<file path="config.mk">
export PLATFORM = sky130hd
export DESIGN_NAME = pwm_decoder
export DESIGN_NICKNAME = d
export VERILOG_FILES = /design/src/rtl/pwm_decoder.sv
export SDC_FILE = /design/constraint.sdc
export NUM_CORES = 1
export LEC_CHECK = 0
export CAP_MARGIN = 20
export CORE_UTILIZATION = 45
export CTS_CLUSTER_DIAMETER = 50
export DETAILED_ROUTE_END_ITERATION = 8
export HOLD_SLACK_MARGIN = 0.12
export PLACE_DENSITY = 0.7
export SLEW_MARGIN = 20
export SYNTH_ARGS = -nofsm -noshare
export SYNTH_HDL_FRONTEND = slang
export SYNTH_SLANG_ARGS = --single-unit
</file>
<file path="constraint.sdc">
create_clock -name clk -period 5.2 [get_ports clk]
set_clock_uncertainty 0.1 [all_clocks]
set_input_delay 0.78 -clock clk [delete_from_list [all_inputs] [get_ports clk]]
set_output_delay 0.78 -clock clk [all_outputs]
set_load 0.01 [all_outputs]
</file>
<file path="src/rtl/pwm_decoder.sv">
// PWM receiver: measures high time and period of an async pwm_in.
// Define DUTY_CALC_EN to build the sequential duty-cycle divider.
module pwm_decoder #(
  parameter int CNT_W       = 16,
  parameter int SYNC_STAGES = 2
) (
  input  logic             clk,
  input  logic             reset,
  input  logic             enable,
  input  logic             pwm_in,
  output logic [CNT_W-1:0] high_time,
  output logic [CNT_W-1:0] period,
  output logic             meas_valid,
  output logic             timeout,
  output logic             stuck_level,
  output logic [7:0]       duty_out,
  output logic             duty_valid
);

  localparam logic [CNT_W-1:0] MAX = '1;
  localparam logic [CNT_W-1:0] ONE = CNT_W'(1);

  typedef enum logic [1:0] {IDLE, ARM, HIGH, LOW} state_t;

  state_t state, state_n;

  logic [SYNC_STAGES-1:0] sync_q;
  logic s, s_d, rise, fall;

  logic [CNT_W-1:0] pcnt, pcnt_n;
  logic [CNT_W-1:0] hcnt, hcnt_n;
  logic [CNT_W-1:0] ht_n, per_n;
  logic [CNT_W-1:0] pinc;
  logic mv_n, to_n, st_n;

  assign s    = sync_q[SYNC_STAGES-1];
  assign rise = s & ~s_d;
  assign fall = ~s & s_d;
  assign pinc = (pcnt == MAX) ? MAX : pcnt + ONE;

  // Synchronise pwm_in and keep one delayed copy for edge detection.
  always_ff @(posedge clk or posedge reset) begin
    if (reset) begin
      sync_q <= '0;
      s_d    <= 1'b0;
    end else begin
      sync_q <= {sync_q[SYNC_STAGES-2:0], pwm_in};
      s_d    <= s;
    end
  end

  // State, counters and measurement outputs.
  always_ff @(posedge clk or posedge reset) begin
    if (reset) begin
      state       <= IDLE;
      pcnt        <= '0;
      hcnt        <= '0;
      high_time   <= '0;
      period      <= '0;
      meas_valid  <= 1'b0;
      timeout     <= 1'b0;
      stuck_level <= 1'b0;
    end else begin
      state       <= state_n;
      pcnt        <= pcnt_n;
      hcnt        <= hcnt_n;
      high_time   <= ht_n;
      period      <= per_n;
      meas_valid  <= mv_n;
      timeout     <= to_n;
      stuck_level <= st_n;
    end
  end

  // Next-state: count high/period, publish on rise, trap dead lines.
  always_comb begin
    state_n = state;
    pcnt_n  = pcnt;
    hcnt_n  = hcnt;
    ht_n    = high_time;
    per_n   = period;
    mv_n    = 1'b0;
    to_n    = timeout;
    st_n    = stuck_level;
    if (!enable) begin
      state_n = IDLE;
      pcnt_n  = '0;
      hcnt_n  = '0;
    end else begin
      unique case (state)
        IDLE: state_n = ARM;
        ARM: begin
          if (rise) begin
            pcnt_n  = ONE;
            hcnt_n  = ONE;
            state_n = HIGH;
          end
        end
        HIGH: begin
          if (fall) begin
            pcnt_n  = pinc;
            state_n = LOW;
          end else if (pcnt == MAX) begin
            to_n    = 1'b1;
            st_n    = s;
            pcnt_n  = '0;
            hcnt_n  = '0;
            state_n = ARM;
          end else begin
            pcnt_n = pcnt + ONE;
            hcnt_n = hcnt + ONE;
          end
        end
        LOW: begin
          if (rise) begin
            ht_n    = hcnt;
            per_n   = pcnt;
            mv_n    = 1'b1;
            to_n    = 1'b0;
            pcnt_n  = ONE;
            hcnt_n  = ONE;
            state_n = HIGH;
          end else if (pcnt == MAX) begin
            to_n    = 1'b1;
            st_n    = s;
            pcnt_n  = '0;
            hcnt_n  = '0;
            state_n = ARM;
          end else begin
            pcnt_n = pcnt + ONE;
          end
        end
      endcase
    end
  end

`ifdef DUTY_CALC_EN
  logic             busy;
  logic [3:0]       dcnt;
  logic [CNT_W-1:0] rem;
  logic [CNT_W-1:0] den;
  logic [6:0]       quo;
  logic [CNT_W:0]   rem2, rem_w;
  logic             ge;
  logic [7:0]       q_nx;

  assign rem2  = {rem, 1'b0};
  assign ge    = rem2 >= {1'b0, den};
  assign rem_w = ge ? rem2 - {1'b0, den} : rem2;
  assign q_nx  = {quo, ge};

  // Restoring divider: high_time*256/period, one quotient bit per cycle.
  always_ff @(posedge clk or posedge reset) begin
    if (reset) begin
      busy       <= 1'b0;
      dcnt       <= '0;
      rem        <= '0;
      den        <= '0;
      quo        <= '0;
      duty_out   <= '0;
      duty_valid <= 1'b0;
    end else begin
      duty_valid <= 1'b0;
      if (!enable) begin
        busy <= 1'b0;
      end else if (meas_valid) begin
        rem  <= high_time;
        den  <= period;
        quo  <= '0;
        dcnt <= 4'd8;
        busy <= 1'b1;
      end else if (busy) begin
        rem  <= rem_w[CNT_W-1:0];
        quo  <= q_nx[6:0];
        dcnt <= dcnt - 4'd1;
        if (dcnt == 4'd1) begin
          busy       <= 1'b0;
          duty_out   <= q_nx;
          duty_valid <= 1'b1;
        end
      end
    end
  end
`else
  assign duty_out   = '0;
  assign duty_valid = 1'b0;
`endif

endmodule

</file>
==> metrics.md <==
| Metric | Value |
|---|---|
| Placed Cells | `531` |
| Syn Area/Cell | `8.91 um2` |
| Seq pwr share | `0.413` |
| Maximum fanout along the worst path | `16` |
| CTS tree | `built` |
| Largest net degree at the start of global routing | `46` |
| H-Tree Depth | `3` |
| Crit path arrival time | `3.22 ns` |
| RR Startpoint | `pcnt[0]` |
| Total CTS buffers | `9` |
| WHS Path Cells | `0` |
| Die height | `92.3 um` |
| First-pass GRT wire length | `14300 um` |
| Gate Count Post-Synth | `412` |
| Final Total Pwr | `1.57 mW` |
| Initial Util | `0.470` |
| Clock Pin Slew Worst Setup and Hold Paths | `0.08 ns` |
| Clk network pwr share | `0.346` |
| GR Overflow Total | `0` |
| Status | `completed` |
| Startpoint Class | `flop` |
| Post-synthesis xor/xnor area fraction | `0.00716` |
| Layout cells sized above 1 | `0.0607` |
| Fmax | `326 MHz` |
| DR vias | `3104` |
| Maxcap violations | `0` |
| Fin util | `0.550` |
| Pleak | `1.88 nW` |
| Core area | `7810 um2` |
| CTS Root Cell | `clkbuf_8` |
| Seq/Total Area, Yosys | `0.491` |
| Boundary Pins | `48` |
| Fin. Hold Viols | `0` |
| Die Area | `8520 um2` |
| Clock sink count | `72` |
| Antenna violations before repair | `0` |
| Hpwl dp | `5710 um` |
| Worst R2R End | `hcnt[15]` |
| Sw power | `0.487 mW` |
| Cts repair resizes | `0` |
| Synth Area in Compound Gates | `0.182` |
| WP data required | `5.36 ns` |
| Pins Over Slew Limit | `0` |
| WL final | `8320 um` |
| Worst hold endpoint | `sync_q[1]` |
| Vias in the first global route | `2869` |
| # fillers | `724` |
| Routed wire per std cell | `15.2 um` |
| Setup tns final | `0 ns` |
| Reg-to-reg setup timing slack | `2.14 ns` |
| Die Width | `92.3 um` |
| HP Class | `reg2reg` |
| DR vias/cell | `5.67` |
| Global-route usage over all layers | `0.212` |
| Final Cycle Share | `0.589` |
| GPL Wtd Cong | `0.944` |
| Final non-filler cell total | `547` |
| Cell row count | `32` |
| DR iter-0 viols | `257` |
| Netlist Area Pre-Place | `3670 um2` |
| Pwr per Cell Area | `367 nW/um2` |
| Ys flop type | `dfrtp_1` |
| Area delta synth->final | `17.0%` |
| # DRC | `0` |
| WS Path Type | `reg2reg` |
| Kind of end point of the critical path | `flop` |
| Ys async rst share | `1.00` |
| Sw Share | `0.309` |
| Post-Synth Adder-Cell Area | `0.0205` |
| Post-route ant nets | `0` |
| Fin nets | `450` |
| Combinational Power Share | `0.241` |
| Library cells used by synthesis | `57` |
| Antenna cells | `0` |
| Fin worst setup slack | `2.14 ns` |
| DRT Pass-1 Iters | `5` |
| Postcts setup bufs | `0` |
| Mux share of post-synthesis cell area | `0.00307` |
| Number of flops mapped to enable cells by yosys | `0` |
| R2R depth | `6` |
| Post-Synth Simple-Gate Area | `0.232` |
| Synth warn | `0` |
| Later-pin clock latency in the skew report | `0.35 ns` |
| RSZ-0062 raised after global routing | `no` |
| Worst Max-Slew Pin Slew | `0.973 ns` |
| Tmin final | `3.06 ns` |
| Int Pwr | `1.09 mW` |
| Synthesis-stage register bit count | `72` |
| Final setup viols | `0` |
| Maximum clock path buffer count | `2` |
| Worst slack, placed | `1.95 ns` |
| IO buf count | `38` |
| Main combinational cell family by area after synthesis | `simple AND/OR/NAND/NOR gates` |
| Relative slew slack | `0.347` |
| Worst vdd ir | `0.180 mV` |
| CTS Hold Buffers Added | `0` |
| Hold Path Origin | `sync_q[0]` |
==> power groups by stage <==
stage	Combinational, mW	Sequential (mW)	Clock, mW
after floorplan	0.243	0.670	0
after global placement	0.374	0.659	0
after detailed placement	0.382	0.662	0
after CTS	0.382	0.651	0.555
after global routing	0.423	0.658	0.582
final	0.379	0.650	0.545
==> how the worst max path moves through the flow <==
stage / start / slack (ns) / cells after the start / to
floorplan: reset / 2.50 / 1 / hcnt[0]
global placement: enable / 1.99 / 5 / hcnt[4]
detailed placement: enable / 1.95 / 5 / hcnt[2]
CTS: pcnt[0] / 2.12 / 6 / hcnt[15]
global route: pcnt[5] / 1.94 / 5 / hcnt[15]
finish: pcnt[0] / 2.14 / 6 / hcnt[15]
==> sequential cells by signal, summed over array words and instances, names as in the netlist, 2 cells and up <==
signal,count
high_time,16
hcnt,16
state,2
pcnt,16
period,16
sync_q,2
==> per-stage QoR <==
stage                     cell area, um2  hold slack [ns]
final                               4290            0.253
after global routing                4290            0.262
after CTS                           4290            0.254
after detailed placement            4050            0.236
after global placement              4050            0.234
after floorplan                     3700            0.231
==> cell families (layout without fill, tap and decap cells) <==
kind of cell / after synthesis / after routing
XOR/XNOR: 3 / 3
multiplexers: 1 / 1
adder cells (fa/ha/maj): 6 / 6
AND/OR/NAND/NOR: 179 / 179
other: 1 / 9
AO/OA/AOI/OAI: 103 / 103
flip-flops: 72 / 72
buffers and inverters: 47 / 72
==> Yosys cell counts, drive strengths merged, types with 4 or more instances <==
cell / number / area share
or3: 11 / 0.019
nand4: 9 / 0.015
or4: 4 / 0.0082
o21ai: 38 / 0.053
buf: 18 / 0.034
ha: 6 / 0.020
a21o: 5 / 0.010
and3: 4 / 0.0068
dfrtp: 72 / 0.49
nor2: 12 / 0.012
nand2: 102 / 0.10
clkbuf: 13 / 0.013
o211ai: 5 / 0.010
nor3: 4 / 0.0055
nand3: 15 / 0.020
o31ai: 4 / 0.0082
nor4: 4 / 0.011
inv: 16 / 0.016
a21oi: 26 / 0.036
==> layer usage <==
layer | track usage | vias up | wire [um]
met5 | 0 | - | 0
met2 | 0.318 | 107 | 3860
met1 | 0.308 | 1494 | 3920
met4 | 0.0703 | 0 | 98
li1 | - | 1488 | -
met3 | 0.0386 | 15 | 437
==> final cells by class <==
| class | count | area (um2) | share of cell area |
|---|---|---|---|
| flip-flops and latches | 72 | 1800 | 0.420 |
| repair buffers | 40 | 395 | 0.0921 |
| clock buffers | 10 | 128 | 0.0297 |
| multi-input cells | 301 | 1660 | 0.388 |
| clock inverters | 6 | 116 | 0.0271 |
| well taps | 102 | 128 | 0.0297 |
| inverters | 16 | 60.1 | 0.0140 |
==> cell usage in the layout (no fill, tap or decap), drive strengths merged, types with 3 or more instances in the layout <==
| master | count |
|---|---|
| o21ai | 38 |
| or4 | 4 |
| nand4 | 9 |
| ha | 6 |
| conb | 9 |
| nor2 | 12 |
| nor3 | 4 |
| dfrtp | 72 |
| nand2 | 102 |
| clkbuf | 10 |
| nand3 | 15 |
| bufinv | 3 |
| inv | 17 |
| o31ai | 4 |
| and3 | 4 |
| a22o | 3 |
| o211ai | 5 |
| a21oi | 26 |
| nor4 | 4 |
| a21o | 5 |
| clkdlybuf4s50 | 38 |
| xor2 | 3 |
| or3 | 11 |
| a31oi | 3 |
==> worst max-delay path, stage by stage, from the launching register on <==
cell	delay, ns
dfrtp_1	0.50
ha_1	0.30
nand4_1	0.17
nor4_4	0.83
o21ai_2	0.34
or4_1	0.57
a21oi_1	0.17
(Power assumes the default switching activity.)
